**config.mk**
```make
export PLATFORM = sky130hd
export DESIGN_NAME = reg_op_ctrl
export DESIGN_NICKNAME = d
export VERILOG_FILES = /design/src/rtl/reg_op_ctrl.sv
export SDC_FILE = /design/constraint.sdc
export NUM_CORES = 1
export LEC_CHECK = 0
export BUFFER_PORTS_ARGS = -buffer_cell sky130_fd_sc_hd__buf_2
export CAP_MARGIN = 5
export CORE_MARGIN = 2
export CORE_UTILIZATION = 55
export DETAILED_ROUTE_END_ITERATION = 8
export GPL_TIMING_DRIVEN = 1
export PLACE_DENSITY_LB_ADDON = 0.12
export SLEW_MARGIN = 0
export SYNTH_ARGS = -nofsm -noshare
export SYNTH_HDL_FRONTEND = slang
export SYNTH_SLANG_ARGS = --single-unit
```
**constraint.sdc**
```tcl
create_clock -name clk -period 4.9 [get_ports clk]
set_clock_uncertainty 0.15 [all_clocks]
set_input_delay 0.98 -clock clk [delete_from_list [all_inputs] [get_ports clk]]
set_output_delay 0.98 -clock clk [all_outputs]
set_load 0.02 [all_outputs]
```
**src/rtl/reg_op_ctrl.sv**
```systemverilog
// Sequencer/arbiter in front of a 4-entry register file: runs two-operand
// register operations (read A, read B, compute, write back) and shares the write port with a host writer.
module reg_op_ctrl #(
   parameter int W  = 9,
   parameter int AW = 3
) (
   input  logic          clk,
   input  logic          n_rst,
   input  logic          start,
   input  logic [1:0]    op,
   input  logic [AW-1:0] src_a,
   input  logic [AW-1:0] src_b,
   input  logic [AW-1:0] dst,
   input  logic          wr_req,
   input  logic [AW-1:0] wr_addr,
   input  logic [W-1:0]  wr_data,
   output logic          wr_ack,
   output logic          busy,
   output logic          done,
   output logic          err,
   output logic [W-1:0]  result,
   output logic [AW-1:0] reg_num,
   output logic [AW-1:0] reg_sel,
   output logic [W-1:0]  op1,
   input  logic [W-1:0]  reg_val
);

   typedef enum logic [2:0] {IDLE, RD_A, RD_B, CAP_B, WB} state_t;
   typedef enum logic [1:0] {OP_ADD, OP_SUB, OP_MOV, OP_AND} op_t;

   state_t        state, next_state;
   op_t           op_l;
   logic [AW-1:0] src_a_l, src_b_l, dst_l;
   logic [W-1:0]  a_l, b_l, alu;
   logic          accept, err_d;

   function automatic logic addr_ok(input logic [AW-1:0] a);
      return (a != '0) && (a <= AW'(4));
   endfunction

   always_comb begin
      alu = a_l;
      case (op_l)
         OP_ADD:  alu = a_l + b_l;
         OP_SUB:  alu = a_l - b_l;
         OP_MOV:  alu = a_l;
         OP_AND:  alu = a_l & b_l;
         default: alu = a_l;
      endcase
   end

   // NOTE: every output gets a default before the case so no path can infer a latch.
   always_comb begin
      next_state = state;
      wr_ack     = 1'b0;
      reg_num    = '0;
      reg_sel    = '0;
      op1        = '0;
      err_d      = 1'b0;
      accept     = 1'b0;
      case (state)
         IDLE: begin
            // Host has priority; start is only considered when no write is pending.
            if (wr_req) begin
               wr_ack = 1'b1;
               if (addr_ok(wr_addr)) begin
                  reg_num = wr_addr;
                  op1     = wr_data;
               end else begin
                  err_d = 1'b1;
               end
            end else if (start) begin
               if (addr_ok(src_a) && addr_ok(src_b) && addr_ok(dst)) begin
                  accept     = 1'b1;
                  next_state = RD_A;
               end else begin
                  err_d = 1'b1;
               end
            end
         end
         RD_A: begin
            reg_sel    = src_a_l;
            next_state = RD_B;
         end
         RD_B: begin
            reg_sel    = src_b_l;
            next_state = CAP_B;
         end
         CAP_B: next_state = WB;
         WB: begin
            reg_num    = dst_l;
            op1        = alu;
            next_state = IDLE;
         end
         default: next_state = IDLE;
      endcase
   end

   assign busy = (state != IDLE);
   assign done = (state == WB);

   // NOTE: sequential state uses non-blocking assignments so every flop samples pre-edge values.
   always_ff @(posedge clk or negedge n_rst) begin
      if (!n_rst) begin
         state   <= IDLE;
         op_l    <= OP_ADD;
         src_a_l <= '0;
         src_b_l <= '0;
         dst_l   <= '0;
         a_l     <= '0;
         b_l     <= '0;
         result  <= '0;
         err     <= 1'b0;
      end else begin
         state <= next_state;
         err   <= err_d;
         if (accept) begin
            op_l    <= op_t'(op);
            src_a_l <= src_a;
            src_b_l <= src_b;
            dst_l   <= dst;
         end
         // The file's read data trails reg_sel by one cycle.
         if (state == RD_B)  a_l    <= reg_val;
         if (state == CAP_B) b_l    <= reg_val;
         if (state == WB)    result <= alu;
      end
   end

endmodule
```
==> qor.csv <==
metric;value;unit
highest-signal-layer;met4;
final_antenna_net_count;0;
layout.cells.most_common;buf_2;
area_growth_syn_to_layout;17.26;%
holdBufCountCts;0;
synth.cell_area;0.002595;mm²
weighted_congestion_reported_at_the_end_of_routability_driven_placement;0.8489;
endpoint_kind;primary output;
layout-drive-gt1-share;28.23;%
timing.final.max_slew_violations;0;
postSynthCellCount;271;
root_buffer;clkbuf_8;
postSynthRegisterBits;42;
clock_sink_count;42;
routed-wl-met3;293;µm
crit_required;3.77;ns
detailedRoute.firstPassIterationCount;4;
ys_warn_count;0;
clock_transition_at_path_regs;0.08;ns
ys.flop_type;dfrtp_1;
ys_types;39;
hold_ws;0.3252;ns
post-route-drc-count;0;
outcome;completed;
setup.worst_path.start_class;register;
cts_buffers;5;
hold_path_cells;1;
crit_path_max_fanout;8;
largest_net_degree_at_the_start_of_global_routing;43;
max_freq;243.1;MHz
ir_worst_vdd;0.0003802;V
maxCapViolCount;0;
cts_tree;built;
num-nets-final;381;
synth_edf_count;0;
numPortBuffers;63;
postLayoutCoreUtil;68.47;%
power_density;803.7;mW/mm²
detailed_place.area;0.002930;mm²
fp.dieArea;0.005284;mm²
wirelength;5356;µm
p_leak;0.001560;µW
number_of_cells_upsized_or_downsized_after_cts;0;
slew_headroom;32.54;%
antenna_cells;0;
setup-violations-final;0;
holdCritPathClass;register to register;
timing.final.hold_violations;0;
detailroute.via_count;2113;
most-common-layout-cells;buf_2 (63), dfrtp_1 (42), nand2_1 (38), nor2_1 (28), o21ai_0 (16);
layout.cells.non_filler;385;
finalCritPeriodShare;83.95;%
clock_tree.buffer_depth;2;
syn_area_per_cell;9.576;µm²
grt_pass1_vias;1815;
htree_num_levels;2;
wl_met1;2737;µm
vias_per_cell;5.488;
grt_use_total;20.92;%
grt_pass1_wl;8556;µm
seq_area_frac_synth;40.50;%
antenna_found_initial;0;
timing.setup.critical_path_class;register to primary output;
min_period;4.114;ns
floorplan.initialDensity;58.39;%
layout.filler_cells;379;
insertion_delay;0.29;ns
final.setup.tns;0;ns
core_area;0.004444;mm²
post-route-cell-area;0.003043;mm²
die_w;72.69;µm
area.sequential;0.001051;mm²
rsz0062_at_grt;no;
dr_wl_met2;2284;µm
post_cts_repair_setup_buffers;0;
r2r.worst_path.cells;9;
multi_input_comb_area;0.001446;mm²
worst-slew-pin-transition;1.004;ns
ys_async_sr_fraction;100.0;%
pin_count;64;
die_h;72.69;µm
worst_ep_arrival_time;2.98;ns
globalRouteOverflowTotal;0;
wl_per_cell;13.91;µm
dp_cells;378;
floorplan.rows;24;
synth_nets;319;
hpwlAfterDp;4025;µm
drt-initial-drc-count;158;
-- state kept, by name, summed over array words and instances (netlist names) --
name     count
a_l          9
b_l          9
dst_l        3
err          1
op_l         2
result       9
src_a_l      3
src_b_l      3
state        3
-- worst max-delay path: stages, from the launching register on --
cell,delay (ns)
dfrtp_1,0.47
nor2b_1,0.53
nor2b_1,0.13
xnor2_1,0.20
ha_1,0.30
a21oi_1,0.27
nand2_1,0.09
a31oi_1,0.22
xor2_1,0.11
o21ai_0,0.18
buf_2,0.19
-- kinds of logic after synthesis --
kind of cell | synth area share, %
compound gates | 16.49
xor+xnor | 4.388
fa+ha+maj | 6.075
buf+inv | 3.761
flops | 40.50
mux | 11.23
simple gates | 17.55
-- power breakdown --
part | total, µW | switching (µW) | internal, µW
combinational | 1510 | 826 | 680
clock | 277 | 114 | 163
sequential | 663 | 151 | 512
total | 2450 | 1090 | 1350
-- layer usage --
| layer | vias to the layer above | global-route usage, % |
|---|---|---|
| li1 | 1068 | - |
| met1 | 977 | 31.88 |
| met2 | 64 | 30.71 |
| met3 | 4 | 3.729 |
| met4 | 0 | 5.556 |
| met5 | - | 0 |
-- final timing paths --
kind | from | end | slack (ns)
hold reg to reg | result[0]$_DFFE_PN0P_ | result[0]$_DFFE_PN0P_ | 0.33
hold / removal | result[0]$_DFFE_PN0P_ | result[0]$_DFFE_PN0P_ | 0.33
setup / recovery | op_l[0]$_DFFE_PN0P_ | op1[6] | 0.79
min in group asynchronous | n_rst | result[0]$_DFFE_PN0P_ | 0.67
setup reg to reg | op_l[0]$_DFFE_PN0P_ | result[6]$_DFFE_PN0P_ | 2.12
max in group asynchronous | n_rst | state[1]$_DFFE_PN0P_ | 3.35
-- through the flow --
stage / setup WS, ns / power, µW
detailed placement: 1.142 / 2160
global route: 0.5438 / 2659
finish: 0.7863 / 2446
global placement: 1.165 / 2130
CTS: 0.7863 / 2446
floorplan: 1.339 / 1839
-- area by class of cell --
cell class              count  share of cell area, %
well taps                  52                  2.138
repair buffers             65                  10.86
clock buffers               6                  2.714
flip-flops and latches     42                  34.54
clock inverters             1                 0.9868
multi-input cells         209                  47.53
inverters                  10                  1.234
-- synthesized netlist by cell type (8+ instances only) --
master | number | area share [%]
a21oi_1 | 13 | 2.5
dfrtp_1 | 42 | 41
nand2_1 | 38 | 5.5
mux2_4 | 10 | 5.8
o21ai_0 | 16 | 3.1
a21o_1 | 8 | 2.3
xnor2_1 | 10 | 3.4
nor2_1 | 28 | 4.1
mux2_2 | 9 | 3.9
ha_1 | 11 | 5.3
inv_1 | 10 | 1.4
Power figures use the tool's default switching activity.
